<file path="src/rtl/lsu_pkg.sv">
// Shared constants, state encoding and request legality check for the load/store unit.
package lsu_pkg;

    localparam int          MEM_WORDS  = 1024;
    localparam logic [31:0] ADDR_LIMIT = 32'h0000_1000;  // 1024 words * 4 bytes

    // RV32I width codes (funct3)
    localparam logic [2:0] F3_B  = 3'b000;
    localparam logic [2:0] F3_H  = 3'b001;
    localparam logic [2:0] F3_W  = 3'b010;
    localparam logic [2:0] F3_BU = 3'b100;
    localparam logic [2:0] F3_HU = 3'b101;

    typedef enum logic [2:0] {
        IDLE     = 3'd0,
        LOAD     = 3'd1,
        RMW_READ = 3'd2,
        WRITE    = 3'd3,
        RESP     = 3'd4
    } lsu_state_e;

    // Returns 1 when the access must be rejected without touching memory.
    function automatic logic lsu_req_err(input logic        we,
                                         input logic [2:0]  funct3,
                                         input logic [31:0] addr);
        logic bad;
        bad = 1'b0;
        if (addr >= ADDR_LIMIT) bad = 1'b1;
        case (funct3)
            F3_B, F3_BU: bad = bad;
            F3_H, F3_HU: if (addr[0]) bad = 1'b1;
            F3_W:        if (addr[1:0] != 2'b00) bad = 1'b1;
            default:     bad = 1'b1;
        endcase
        // Stores have no unsigned variants
        if (we && funct3[2]) bad = 1'b1;
        return bad;
    endfunction

endpackage

</file>
<file path="src/rtl/lsu_align.sv">
// Combinational lane handling: load lane extract/extension and store lane merge.
module lsu_align
    import lsu_pkg::*;
(
    input  logic [2:0]  i_funct3,
    input  logic [1:0]  i_byte_off,
    input  logic [31:0] i_rword,
    input  logic [31:0] i_wdata,
    output logic [31:0] o_load_data,
    output logic [31:0] o_store_word
);

    logic [4:0]  w_shift;
    logic [15:0] w_lane;
    logic [31:0] w_mask;

    assign w_shift = {i_byte_off, 3'b000};
    assign w_lane  = 16'(i_rword >> w_shift);

    // Load: pull the addressed lane down to bit 0 and extend it
    always_comb begin
        o_load_data = i_rword;
        case (i_funct3)
            F3_B:    o_load_data = {{24{w_lane[7]}}, w_lane[7:0]};
            F3_H:    o_load_data = {{16{w_lane[15]}}, w_lane[15:0]};
            F3_BU:   o_load_data = {24'b0, w_lane[7:0]};
            F3_HU:   o_load_data = {16'b0, w_lane[15:0]};
            default: o_load_data = i_rword;
        endcase
    end

    // Store: replace only the addressed byte/halfword lanes of the read word
    always_comb begin
        w_mask = 32'hFFFF_FFFF;
        case (i_funct3[1:0])
            2'b00:   w_mask = 32'h0000_00FF << w_shift;
            2'b01:   w_mask = 32'h0000_FFFF << w_shift;
            default: w_mask = 32'hFFFF_FFFF;
        endcase
        o_store_word = (i_rword & ~w_mask) | ((i_wdata << w_shift) & w_mask);
    end

endmodule

</file>
<file path="src/rtl/load_store_unit.sv">
// Single-outstanding load/store unit for a 1024-word data memory.
// Sub-word stores are done as read-modify-write of the containing word.
module load_store_unit
    import lsu_pkg::*;
(
    input  logic        clk,
    input  logic        rst_n,
    input  logic        req_valid,
    output logic        req_ready,
    input  logic        req_we,
    input  logic [2:0]  req_funct3,
    input  logic [31:0] req_addr,
    input  logic [31:0] req_wdata,
    output logic        resp_valid,
    output logic [31:0] resp_rdata,
    output logic        resp_err,
    output logic [31:0] mem_addr,
    output logic [31:0] mem_wdata,
    output logic        mem_we,
    input  logic [31:0] mem_rdata
);

    lsu_state_e  r_state;
    logic        r_we;
    logic [2:0]  r_funct3;
    logic [11:0] r_addr;       // upper bits are known zero once an access is accepted
    logic [31:0] r_wdata;
    logic [31:0] r_wword;      // word that WRITE puts on the memory bus
    logic [31:0] r_rdata;
    logic        r_err;

    logic        w_accept;
    logic [31:0] w_load_data;
    logic [31:0] w_store_word;

    assign w_accept = req_valid && (r_state == IDLE);

    lsu_align u_align (
        .i_funct3     (r_funct3),
        .i_byte_off   (r_addr[1:0]),
        .i_rword      (mem_rdata),
        .i_wdata      (r_wdata),
        .o_load_data  (w_load_data),
        .o_store_word (w_store_word)
    );

    // Control FSM with captured request and registered response
    always_ff @(posedge clk or negedge rst_n) begin
        if (!rst_n) begin
            r_state  <= IDLE;
            r_we     <= 1'b0;
            r_funct3 <= 3'b000;
            r_addr   <= 12'h000;
            r_wdata  <= 32'h0;
            r_wword  <= 32'h0;
            r_rdata  <= 32'h0;
            r_err    <= 1'b0;
        end else begin
            case (r_state)
                IDLE: begin
                    if (w_accept) begin
                        r_we     <= req_we;
                        r_funct3 <= req_funct3;
                        r_addr   <= req_addr[11:0];
                        r_wdata  <= req_wdata;
                        if (lsu_req_err(req_we, req_funct3, req_addr)) begin
                            r_rdata <= 32'h0;
                            r_err   <= 1'b1;
                            r_state <= RESP;
                        end else if (!req_we) begin
                            r_state <= LOAD;
                        end else if (req_funct3 == F3_W) begin
                            r_wword <= req_wdata;
                            r_state <= WRITE;
                        end else begin
                            r_state <= RMW_READ;
                        end
                    end
                end
                LOAD: begin
                    r_rdata <= w_load_data;
                    r_err   <= 1'b0;
                    r_state <= RESP;
                end
                RMW_READ: begin
                    r_wword <= w_store_word;
                    r_state <= WRITE;
                end
                WRITE: begin
                    r_rdata <= 32'h0;
                    r_err   <= 1'b0;
                    r_state <= RESP;
                end
                RESP:    r_state <= IDLE;
                default: r_state <= IDLE;
            endcase
        end
    end

    // Outputs are pure state decode of registers, so reset clears them immediately
    assign req_ready  = (r_state == IDLE);
    assign resp_valid = (r_state == RESP);
    assign resp_rdata = r_rdata;
    assign resp_err   = r_err;
    assign mem_we     = (r_state == WRITE) && r_we;
    assign mem_wdata  = mem_we ? r_wword : 32'h0;
    assign mem_addr   = (r_state == IDLE) ? 32'h0 : {22'b0, r_addr[11:2]};

endmodule

</file>
<file path="config.mk">
export PLATFORM = sky130hd
export DESIGN_NAME = load_store_unit
export DESIGN_NICKNAME = d
export VERILOG_FILES = /design/src/rtl/lsu_pkg.sv /design/src/rtl/lsu_align.sv /design/src/rtl/load_store_unit.sv
export SDC_FILE = /design/constraint.sdc
export NUM_CORES = 1
export LEC_CHECK = 0
export CAP_MARGIN = 40
export CORE_AREA = 2 2 141 143
export CTS_BUF_LIST = sky130_fd_sc_hd__clkbuf_4
export DETAILED_ROUTE_END_ITERATION = 16
export DIE_AREA = 0 0 143 145
export PLACE_DENSITY_LB_ADDON = 0.25
export SLEW_MARGIN = 30
export SYNTH_ARGS = -nofsm -noshare
export SYNTH_HDL_FRONTEND = slang
export SYNTH_SLANG_ARGS = --single-unit
</file>
<file path="constraint.sdc">
create_clock -name clk -period 2.3 [get_ports clk]
set_input_delay 0.23 -clock clk [delete_from_list [all_inputs] [get_ports clk]]
set_output_delay 0.23 -clock clk [all_outputs]
set_load 0.02 [all_outputs]
</file>
==> impl_metrics.toml, run 1 <==
[die]
core_area_um2 = 19210
die_area_um2 = 20740
io_pins = 203
fp.dieH_um = 145
initial_core_util_pct = 34.52
row_count = 51
die_w_um = 143

[clock_network]
htree_levels = 4
clk_latency_ns = 0.57
clock_sinks = 116
cts_tree = "yes"
clkTransAtPathRegs_ns = 0.12
clockRootBuffer = "clkbuf_4"
cts_made_buffers = 17
cts_max_path_buffers = 2

[logic_synthesis]
synthCells = 629
synth_compound_area_share_pct = 14.08
netlist_top_cells_area = "dfrtp_1 44%, mux2_2 13%, mux2i_1 6.3%"
muxShareOfSynthArea_pct = 20.10
synth_warnings = 0
yosysTopAreaCell = "dfrtp_1"
synthArstFlopShare_pct = 100.0
synth_cell_types = 49
yosys.area_share.simple_pct = 15.51
yosysMostFrequentCell = "dfrtp_1"
synth_top_area_share_pct = 43.78
syn_avg_cell_area_um2 = 10.54
synth_xor_area_share_pct = 0
synth_top_flop_cell = "dfrtp_1"
synth_top_family_by_area = "multiplexers"
syn_area_um2 = 6630
netlist_top_cells_count = "116 x dfrtp_1, 75 x mux2_2, 44 x nor2_1, 43 x and2_1, 42 x mux2i_1"
synthAdderAreaFrac_pct = 0
synth-edff-count = 0
synth-seq-area-share_pct = 43.78
synth_seq_cells = 116

[route]
first_pass_iters = 7
ant_nets = 0
via_per_inst = 5.207
avgRoutedWirePerCell_um = 19.65
wl_mm = 21.61
drtIter0Drc = 554
drc_errors = 0
vias = 5728

[setup_path]
cp_top_family = "simple AND/OR/NAND/NOR gates"
worstPathArrival_ns = 2.00
crit_type = "register to primary output"
cp-startpoint = "r_state[0]$_DFFE_PN0P_"
critPathMaxStageDelay_ns = 0.41
r2r_cells = 6
worstPathRequired_ns = 2.07
crit_buf_inv = 2
cp_slowest_cell = "dfrtp_2"
crit_path_max_fanout = 17
critPathCaptureType = "primary output"
crit_chain = "nor2b_2 -> and3_4 -> buf_12 -> and2_1 -> clkdlybuf4s15_1"
cp.depth = 5
r2r_start = "r_state[0]$_DFFE_PN0P_"
cp-start-kind = "register"

[power]
ir_drop_mv = 0.3443
design_power_total_uw = 5449
powerDensity_nw_per_um2 = 608.8
p_leak_uw = 0.003900

[sta]
fin_crit_sh_pct = 97.09
max_slew_margin_pct = 46.56
fin_crit_ns = 2.233
setup_ws_ns = 0.06694
finalClockSkew_ns = 0.02348
worst_pin_slew_ns = 0.7986
hold_viol = 0
timing.final.max_slew_violations = 0
max_freq_mhz = 447.8
finalSetupViolCount = 0
tns_ns = 0
rsz0062_at_grt = "yes"

[place]
dp_hpwl_mm = 16.22
gp_congestion = 0.9131
io_buffers = 180
dp_cells = 1061
place_ws_ns = -0.1801

[global_routing]
grt_overflow_total = 0
grt_pass1_wl_mm = 33.64
grt_start_max_net_pins = 50
track_usage_pct = 21.25
antenna_found_initial = 2
grt_pass1_vias = 5945

[cells_and_area]
fin_nets = 924
n_fill_cell = 1789
post-route-util_pct = 46.60
area_growth_pct = 34.99
drive_gt1_share_pct = 24.10
stdcell_count = 1100

[outcome]
outcome = "finished clean"

[hold_path]
hold_class = "primary input to async pin"

[flow_run]
cap_violations = 0
## final cells by class
| class | count | area (µm²) | share of cell area, % |
|---|---|---|---|
| antenna | 1 | 2.502 | 0.02796 |
| clock buffer | 18 | 135.1 | 1.510 |
| multi-input combinational | 464 | 3393 | 37.91 |
| tap | 265 | 331.6 | 3.705 |
| sequential | 116 | 2908 | 32.49 |
| inverter | 4 | 15.01 | 0.1678 |
| clock inverter | 14 | 162.7 | 1.817 |
| timing repair buffer | 218 | 2002 | 22.37 |
## flip-flops by register name, summed over array words and instances (netlist names)
signal      count
resp_err        1
resp_rdata     32
r_funct3        3
r_wword        32
r_addr         12
r_wdata        32
r_we            1
r_state         3
## final timing paths
check,slack (ns),endpoint
max,0.07,mem_wdata[2]
min,0.12,r_wword[23]$_DFFE_PN0P_
max in group asynchronous,1.55,resp_rdata[6]$_DFFE_PN0P_
min in group clk,0.30,r_wdata[31]$_DFFE_PN0P_
min reg2reg,0.50,resp_rdata[7]$_DFFE_PN0P_
max reg2reg,0.16,r_wword[14]$_DFFE_PN0P_
## routing by layer
| layer | GRT usage (%) | vias up | share of wire, % |
|---|---|---|---|
| met5 | 0 | - | 0 |
| met4 | 8.168 | 0 | 3.1 |
| met3 | 3.927 | 55 | 5.2 |
| met2 | 35.31 | 240 | 48 |
| met1 | 27.28 | 2824 | 43 |
| li1 | - | 2609 | - |
## report_power, final
part           leakage (µW)  switching [µW]  total (µW)  internal (µW)
registers           0.00147             185        2460           2280
logic               0.00229             695        1390            695
clock network      0.000145             844        1600            753
total               0.00390            1720        5450           3730
## layout by cell type (no fill, tap or decap), types with 17 or more instances in the layout
cell type	netlist	routed
a21oi_1	19	19
and2_1	43	41
buf_4	23	32
clkbuf_2	0	22
clkbuf_4	0	18
clkdlybuf4s50_1	0	134
conb_1	1	22
dfrtp_1	116	112
mux2_2	75	75
mux2i_1	42	42
nand2_1	35	35
nand2b_1	25	25
nor2_1	44	44
o21ai_0	41	41
o2bb2ai_1	17	17
## metrics by stage
step	cell area, µm²	hold slack, ns
after floorplan	6709	-0.06559
after global placement	8743	0.1879
after detailed placement	8743	0.1977
after CTS	9034	0.1224
after global routing	8950	0.1417
final	8950	0.1225
## what timing repair did
| item | 4_1_cts | 5_1_grt |
|---|---|---|
| buffers inserted | 4 | 0 |
| hold endpoints to repair | 111 | 0 |
| resized for setup | 111 | 41 |
| pin swaps | 1 | 0 |
| gates cloned | 1 | 0 |
| setup endpoints to repair | 44 | 45 |
| hold buffers | 1 | 0 |
## cell families after synthesis
| group | count (synthesis) |
|---|---|
| mux | 122 |
| other cells | 1 |
| flops | 116 |
| simple gates | 188 |
| buf+inv | 70 |
| compound gates | 132 |
(Power assumes the default switching activity.)
==> inputs of run 2 (changes only) <==
--- a/config.mk
+++ b/config.mk
@@ -5,7 +5,7 @@
 export SDC_FILE = /design/constraint.sdc
 export NUM_CORES = 1
 export LEC_CHECK = 0
-export CAP_MARGIN = 40
+export CAP_MARGIN = 20
 export CORE_AREA = 2 2 141 143
 export CTS_BUF_LIST = sky130_fd_sc_hd__clkbuf_4
 export DETAILED_ROUTE_END_ITERATION = 16
==> results of run 2 <==
The final DEF is identical to that of run 1; final timing and power are the same.
